$ cat config.mk
export PLATFORM = sky130hd
export DESIGN_NAME = three_bit_serial_adder
export DESIGN_NICKNAME = d
export VERILOG_FILES = /design/src/rtl/three_bit_serial_adder.sv
export SDC_FILE = /design/constraint.sdc
export NUM_CORES = 1
export LEC_CHECK = 0
export ABC_AREA = 1
export CAP_MARGIN = 20
export CORE_MARGIN = 1
export CORE_UTILIZATION = 40
export DETAILED_ROUTE_END_ITERATION = 16
export PLACE_DENSITY_LB_ADDON = 0.05
export SLEW_MARGIN = 10
export SYNTH_ARGS = -nofsm -noshare
export SYNTH_HDL_FRONTEND = slang
export SYNTH_SLANG_ARGS = --single-unit
export TNS_END_PERCENT = 100
$ cat constraint.sdc
create_clock -name clk -period 1.2 [get_ports clk]
set_input_delay 0.24 -clock clk [delete_from_list [all_inputs] [get_ports clk]]
set_output_delay 0.24 -clock clk [all_outputs]
set_load 0.01 [all_outputs]
$ cat src/rtl/three_bit_serial_adder.sv
// three_bit_serial_adder: bit-serial adder. Two WIDTH-bit operands arrive
// LSB-first on d (A then B), then are summed one bit per clock through a
// single full adder and carry flop. One-shot: reset starts a new transaction.
module three_bit_serial_adder #(
  parameter int unsigned WIDTH = 3
) (
  input  logic             clk,
  input  logic             reset,
  input  logic             d,
  input  logic [WIDTH-1:0] A,
  input  logic [WIDTH-1:0] B,
  output logic             Cout,
  output logic [WIDTH-1:0] q
);

  localparam int unsigned CW = (WIDTH > 1) ? $clog2(WIDTH) : 1;

  typedef enum logic [1:0] {
    LOAD_A = 2'd0,
    LOAD_B = 2'd1,
    ADD    = 2'd2,
    DONE   = 2'd3
  } state_t;

  state_t           state_q, state_d;
  logic [CW-1:0]    cnt_q, cnt_d;
  logic [WIDTH-1:0] rega_q, rega_d;
  logic [WIDTH-1:0] regb_q, regb_d;
  logic [WIDTH-1:0] sum_q, sum_d;
  logic             cout_q, cout_d;
  logic             last;
  logic             s;

  // Parallel operand ports are reserved and intentionally unused.
  logic unused_ab;
  assign unused_ab = ^{A, B};

  assign last = (cnt_q == CW'(WIDTH - 1));

  // State, phase counter, operand/sum shift registers and carry flop.
  always_ff @(posedge clk or posedge reset) begin
    if (reset) begin
      state_q <= LOAD_A;
      cnt_q   <= '0;
      rega_q  <= '0;
      regb_q  <= '0;
      sum_q   <= '0;
      cout_q  <= 1'b0;
    end else begin
      state_q <= state_d;
      cnt_q   <= cnt_d;
      rega_q  <= rega_d;
      regb_q  <= regb_d;
      sum_q   <= sum_d;
      cout_q  <= cout_d;
    end
  end

  // Next-state: load A, load B, add bit-serially, then hold in DONE.
  always_comb begin
    state_d = state_q;
    cnt_d   = cnt_q;
    rega_d  = rega_q;
    regb_d  = regb_q;
    sum_d   = sum_q;
    cout_d  = cout_q;
    s       = rega_q[0] ^ regb_q[0] ^ cout_q;
    case (state_q)
      LOAD_A: begin
        rega_d = {d, rega_q[WIDTH-1:1]};
        cnt_d  = last ? '0 : cnt_q + 1'b1;
        if (last) state_d = LOAD_B;
      end
      LOAD_B: begin
        regb_d = {d, regb_q[WIDTH-1:1]};
        cnt_d  = last ? '0 : cnt_q + 1'b1;
        if (last) state_d = ADD;
      end
      ADD: begin
        cout_d = (rega_q[0] & regb_q[0]) | (rega_q[0] & cout_q) | (regb_q[0] & cout_q);
        sum_d  = {s, sum_q[WIDTH-1:1]};
        rega_d = rega_q >> 1;
        regb_d = regb_q >> 1;
        cnt_d  = last ? '0 : cnt_q + 1'b1;
        if (last) state_d = DONE;
      end
      DONE: begin
        // terminal: everything holds until reset
      end
      default: state_d = LOAD_A;
    endcase
  end

  assign q    = sum_q;
  assign Cout = cout_q;

endmodule

==> run metrics, run 1 <==
worst path arrival time 1350 ps; most frequent CP cell nand2_1; cell taking the most area after synthesis dfrtp_1; Buf/Inv on CP 1; dpl hpwl 807 um; Die Span Y 43.1 um; final max-slew violation count 0; FF+latch count, synth 14; nets 102; Reg area 352 sq um; Worst Setup End Kind flip-flop; core area 1540 sq um; Synth area leaders dfrtp_1 52%, nand2_1 11%, ha_1 9.2%; Final Wtd Congestion 0.722; Total GRT Usage 13.6%; setup violators final 0; slowest cell delay on critical path 430 ps; clock share of power 31.4%; outcome completed; # diodes 0; cell at the slowest stage of the critical path fa_1; worst hold margin 251 ps; switching power 0.199 mW; top-count cell post-synth nand2_1; Internal Power 0.652 mW; full die area 1860 sq um; sw frac 23.4%; RSZ-0062 raised after global routing true; clk buf depth 2; Starting Density 43.9%; CTS clk-pin slew, worst paths 90 ps; first-pass GRT wire length 1860 um; Area Overhead vs Synth 26.8%; Vias 488; largest net degree at the start of global routing 15; top cell type's share of synthesized area 51.8%; Slew HR 88.0%; Max Clk Rate 859 MHz; combinational share of power 10.2%; Setup crit start kind flip-flop; non-filler cells, final 101; Synth Net Count 85; number of enable flip-flop cells after synthesis 0; register area share after synthesis 51.8%; cells after synthesis 70; CTS Buf Count 3; CP Max Fanout 2; Synth Area per Inst 9.67 sq um; io pins 13; Cell Rows 14; CTS tree built; post-route ant nets 0; Root Driver clkbuf_4; minimum clock period 1160 ps; Port Buffers 6; synth warn 0; initial drt markers 8; dpl cells 96; critical path's top delay family adder cells; Clock Latency Late Sink 280 ps; # DRC 0; Worst EP required 1390 ps; worst setup path category flip-flop to flip-flop; initial antenna violation count 0; Post-synth top cells 20 x nand2_1, 14 x dfrtp_1, 8 x inv_1; final worst clock skew 7.34 ps; number of vias per cell 4.83; most used flip-flop cell after synthesis dfrtp_1; # Max-Cap Violations 0; pwr dens 992 nW/um^2; htree depth 1; worst path cell trace buf_4, fa_1, nand2_1, nand2_1; Filler cells 141; Worst Slack Setup Final 35.9 ps; area occupied by multi-input gates 323 sq um; fin crit share 97.0%; Final Hold Fails 0; Sequential Power Share 58.4%; worst slack, placed -22.1 ps; grt ovf 0; mapped cell area 677 sq um; post-synth cell types 16; share of layout cells above drive strength 1 25.9%; Leakage 0.418 nW; Async SR Flop Fraction 100%; vias in the first global route 451; Worst Tran Pin Value 180 ps; Final Util 55.7%; drt total wl 1100 um; Hold Crit Class input pin to asynchronous set/reset pin; detailed-route wire length per cell 10.8 um; IR drop worst, VDD 0.537 mV; chip width 43.1 um; Pre-antenna DRT Iters 4; CTS Sinks 14
## worst paths after layout
check	startpoint	endpoint	slack, ps	cells after the start
max	Cout$_DFFE_PP0P_	q[2]$_DFFE_PP0P_	40	4
min	reset	state_q[1]$_DFFE_PP0P_	250	3
max reg2reg	Cout$_DFFE_PP0P_	q[2]$_DFFE_PP0P_	40	4
min reg2reg	rega_q[1]$_DFFE_PP0P_	rega_q[1]$_DFFE_PP0P_	500	2
max in group asynchronous	reset	state_q[1]$_DFFE_PP0P_	770	3
min in group clk	rega_q[1]$_DFFE_PP0P_	rega_q[1]$_DFFE_PP0P_	500	2
## final cells by class
class / instances / share of cell area [%]
clock buffers: 3 / 2.62
inverters: 9 / 4.23
multi-input cells: 47 / 37.6
flip-flops and latches: 14 / 41.0
well taps: 16 / 2.33
repair buffers: 12 / 12.2
## cell families (layout without fill, tap and decap cells)
| logic type | after synthesis | in the layout | synth area share, % |
|---|---|---|---|
| buffers and inverters | 9 | 24 | 4.99 |
| adders and majority gates | 6 | 6 | 12.2 |
| DFF | 14 | 14 | 51.8 |
| and+or+nand+nor | 31 | 31 | 23.7 |
| AOI/OAI and AO/OA | 10 | 10 | 7.39 |
## repair_timing
action | CTS | global route
endpoints found under the setup margin | 6 | 10
hold endpoints to repair | 0 | 0
pin swaps | 2 | 2
setup buffers | 2 | 0
resized for setup | 6 | 12
hold buffers | 0 | 0
## state kept, by name, summed over array words and instances, names as in the netlist
| register | count |
|---|---|
| Cout | 1 |
| state_q | 2 |
| cnt_q | 2 |
| rega_q | 3 |
| regb_q | 3 |
| q | 3 |
## worst min-delay path: stages
cell and delay, ps:
clkdlybuf4s50_1 400, inv_1 50, buf_4 210
## metal layers
metal | share of wire [%] | track usage, % | vias up
met4 | 1.5 | 5.45 | 0
met3 | 2.4 | 5.11 | 2
li1 | - | - | 247
met5 | 0 | 0 | -
met2 | 46 | 19.7 | 7
met1 | 50 | 18.3 | 232
## stage by stage
stage | instance area (sq um) | setup TNS [ps] | power [mW]
after detailed placement | 787 | -42.1 | 0.593
after CTS | 825 | 0 | 0.860
after global placement | 787 | -20.4 | 0.591
after floorplan | 677 | 0 | 0.541
final | 858 | 0 | 0.852
after global routing | 858 | -21.7 | 0.891
## power by group through the flow
stage                     Sequential [mW]  Clock (mW)  Combinational (mW)
final                               0.497       0.268              0.0870
after global routing                0.499       0.293              0.0988
after CTS                           0.497       0.278              0.0855
after detailed placement            0.511           0              0.0820
after global placement              0.510           0              0.0813
after floorplan                     0.518           0              0.0229
## layout by cell type (no fill, tap or decap), drive strengths merged
| cell type | netlist | layout |
|---|---|---|
| o21ai | 7 | 7 |
| dfrtp | 14 | 14 |
| or2 | 1 | 1 |
| clkbuf | 0 | 3 |
| inv | 9 | 9 |
| nand3 | 3 | 3 |
| clkdlybuf4s50 | 0 | 2 |
| nor2 | 5 | 5 |
| ha | 5 | 5 |
| clkdlybuf4s15 | 0 | 4 |
| buf | 0 | 6 |
| nand2 | 22 | 22 |
| fa | 1 | 1 |
| a21oi | 3 | 3 |
No activity file was read; power rests on OpenSTA's default activity.
==> inputs of run 2 (changes only) <==
- RECOVER_POWER: not set -> 25
==> run metrics, run 2 (same netlist as run 1, synthesis figures left out) <==
outcome completed; grt ovf 0 (unchanged); Max Clk Rate 859 MHz (unchanged); R2R cell count 4 (unchanged); initial drt markers 8 (unchanged); Clock Latency Late Sink 280 ps (about the same); detailed-route wire length per cell 10.9 um (about the same); setup violators final 0 (unchanged); final max-slew violation count 0 (unchanged); Final Hold Fails 0 (unchanged); worst slack, placed -22.1 ps (unchanged); Pre-antenna DRT Iters 4 (unchanged); io pins 13 (unchanged); Final Wtd Congestion 0.722 (unchanged); share of layout cells above drive strength 1 24.7% (-1.2 points); Slew HR 50.5% (-38 points); post-route ant nets 0 (unchanged); dpl hpwl 807 um (unchanged); drt total wl 1100 um (about the same); Hold Crit Class input pin to asynchronous set/reset pin; minimum clock period 1160 ps (unchanged); Vias 488 (unchanged); Area Overhead vs Synth 26.2%; core area 1540 sq um (unchanged); CTS Sinks 14 (unchanged); Worst Tran Pin Value 743 ps (+563 ps); Setup crit start kind flip-flop; Worst EP required 1390 ps (about the same); CTS Buf Count 3 (unchanged); Starting Density 43.9% (unchanged); area occupied by multi-input gates 323 sq um (unchanged); Worst Slack Setup Final 35.9 ps (unchanged); RSZ-0062 raised after global routing true; worst path arrival time 1350 ps (about the same); Cell Rows 14 (unchanged); clk buf depth 2 (unchanged); Root Driver clkbuf_4; Leakage 0.414 nW (-0.87%); Filler cells 143 (+1.4%); final instance area 855 sq um (-0.44%); IR drop worst, VDD 0.538 mV (+0.19%); nets 102 (unchanged); # diodes 0 (unchanged); fin crit share 97.0% (unchanged); final worst clock skew 7.03 ps (-0.306 ps); CTS tree built; first-pass GRT wire length 1860 um (unchanged); Placed Area 787 sq um (unchanged); number of vias per cell 4.83 (unchanged); worst setup path category flip-flop to flip-flop; largest net degree at the start of global routing 15 (unchanged); # DRC 0 (unchanged); full die area 1860 sq um (unchanged); Worst Setup End Kind flip-flop; Total GRT Usage 13.6% (unchanged); vias in the first global route 451 (unchanged); initial antenna violation count 0 (unchanged); commonest non-fill, non-tap cell in the layout nand2_1; pwr dens 995 nW/um^2 (+0.30%); # Max-Cap Violations 0 (unchanged); r2r setup slk 40 ps (about the same); Die Span Y 43.1 um (unchanged); Reg area 352 sq um (unchanged); CTS clk-pin slew, worst paths 90 ps (about the same); Port Buffers 6 (unchanged); CP Max Fanout 2 (unchanged); total power 0.851 mW (-0.14%); chip width 43.1 um (unchanged); most frequent cells in the layout 20 x nand2_1, 13 x dfrtp_1, 6 x inv_1, 5 x buf_4; htree depth 1 (unchanged)
[run 2: changes by cell type in the layout (fill, tap and decap cells not counted), sizes merged]
cell | previous run | this run
clkbuf | 3 | 4
buf | 6 | 5
[run 2: what timing repair did]
| action | 4_1_cts | 5_1_grt |
|---|---|---|
| resized for setup | 6 | 12 |
| cloned | 0 | 0 |
| endpoints found under the setup margin | 6 | 10 |
| setup buffers | 2 | 0 |
| pin swaps | 2 | 2 |
| hold buffers | 0 | 0 |
[run 2: layout make-up]
cell class,count,share of cell area (%)
flip-flops and latches,14,41.1
multi-input cells,47,37.8
repair buffers,12,11.9
inverters,9,4.25
clock buffers,3,2.64
well taps,16,2.34
[run 2: per-stage QoR]
stage	hold WS [ps]	util (%)	setup TNS, ps	instances
global placement	460	51.1	-20.4	96
global route	533	55.4	-21.7	101
detailed placement	471	51.1	-42.1	96
floorplan	129	-	0	70
CTS	255	53.5	0	101
finish	448	55.4	0	101
[run 2: layer usage]
metal | global-route usage (%) | vias to the layer above | wire length [um]
met3 | 5.11 | 2 | 26
met1 | 18.3 | 231 | 544
li1 | - | 248 | -
met2 | 19.7 | 7 | 508
met4 | 5.45 | 0 | 16
met5 | 0 | - | 0
[run 2: path summary, 6_finish.rpt]
path                                             from                      to
max in group asynchronous                       reset  state_q[1]$_DFFE_PP0P_
min in group clk                rega_q[1]$_DFFE_PP0P_   rega_q[1]$_DFFE_PP0P_
worst max-delay path                 Cout$_DFFE_PP0P_        q[2]$_DFFE_PP0P_
worst min-delay path                            reset  state_q[1]$_DFFE_PP0P_
worst max register to register       Cout$_DFFE_PP0P_        q[2]$_DFFE_PP0P_
worst min register to register  rega_q[1]$_DFFE_PP0P_   rega_q[1]$_DFFE_PP0P_
[run 2: critical path, stage by stage, from the launching register on]
cell	delay, ps
dfrtp_1	390
buf_4	140
fa_1	430
nand2_1	70
nand2_1	40
[run 2: report_power, final]
group	internal, mW	switching (mW)	total, mW
registers	0.489	0.00828	0.497
logic	0.0455	0.0399	0.0854
clock network	0.117	0.152	0.268
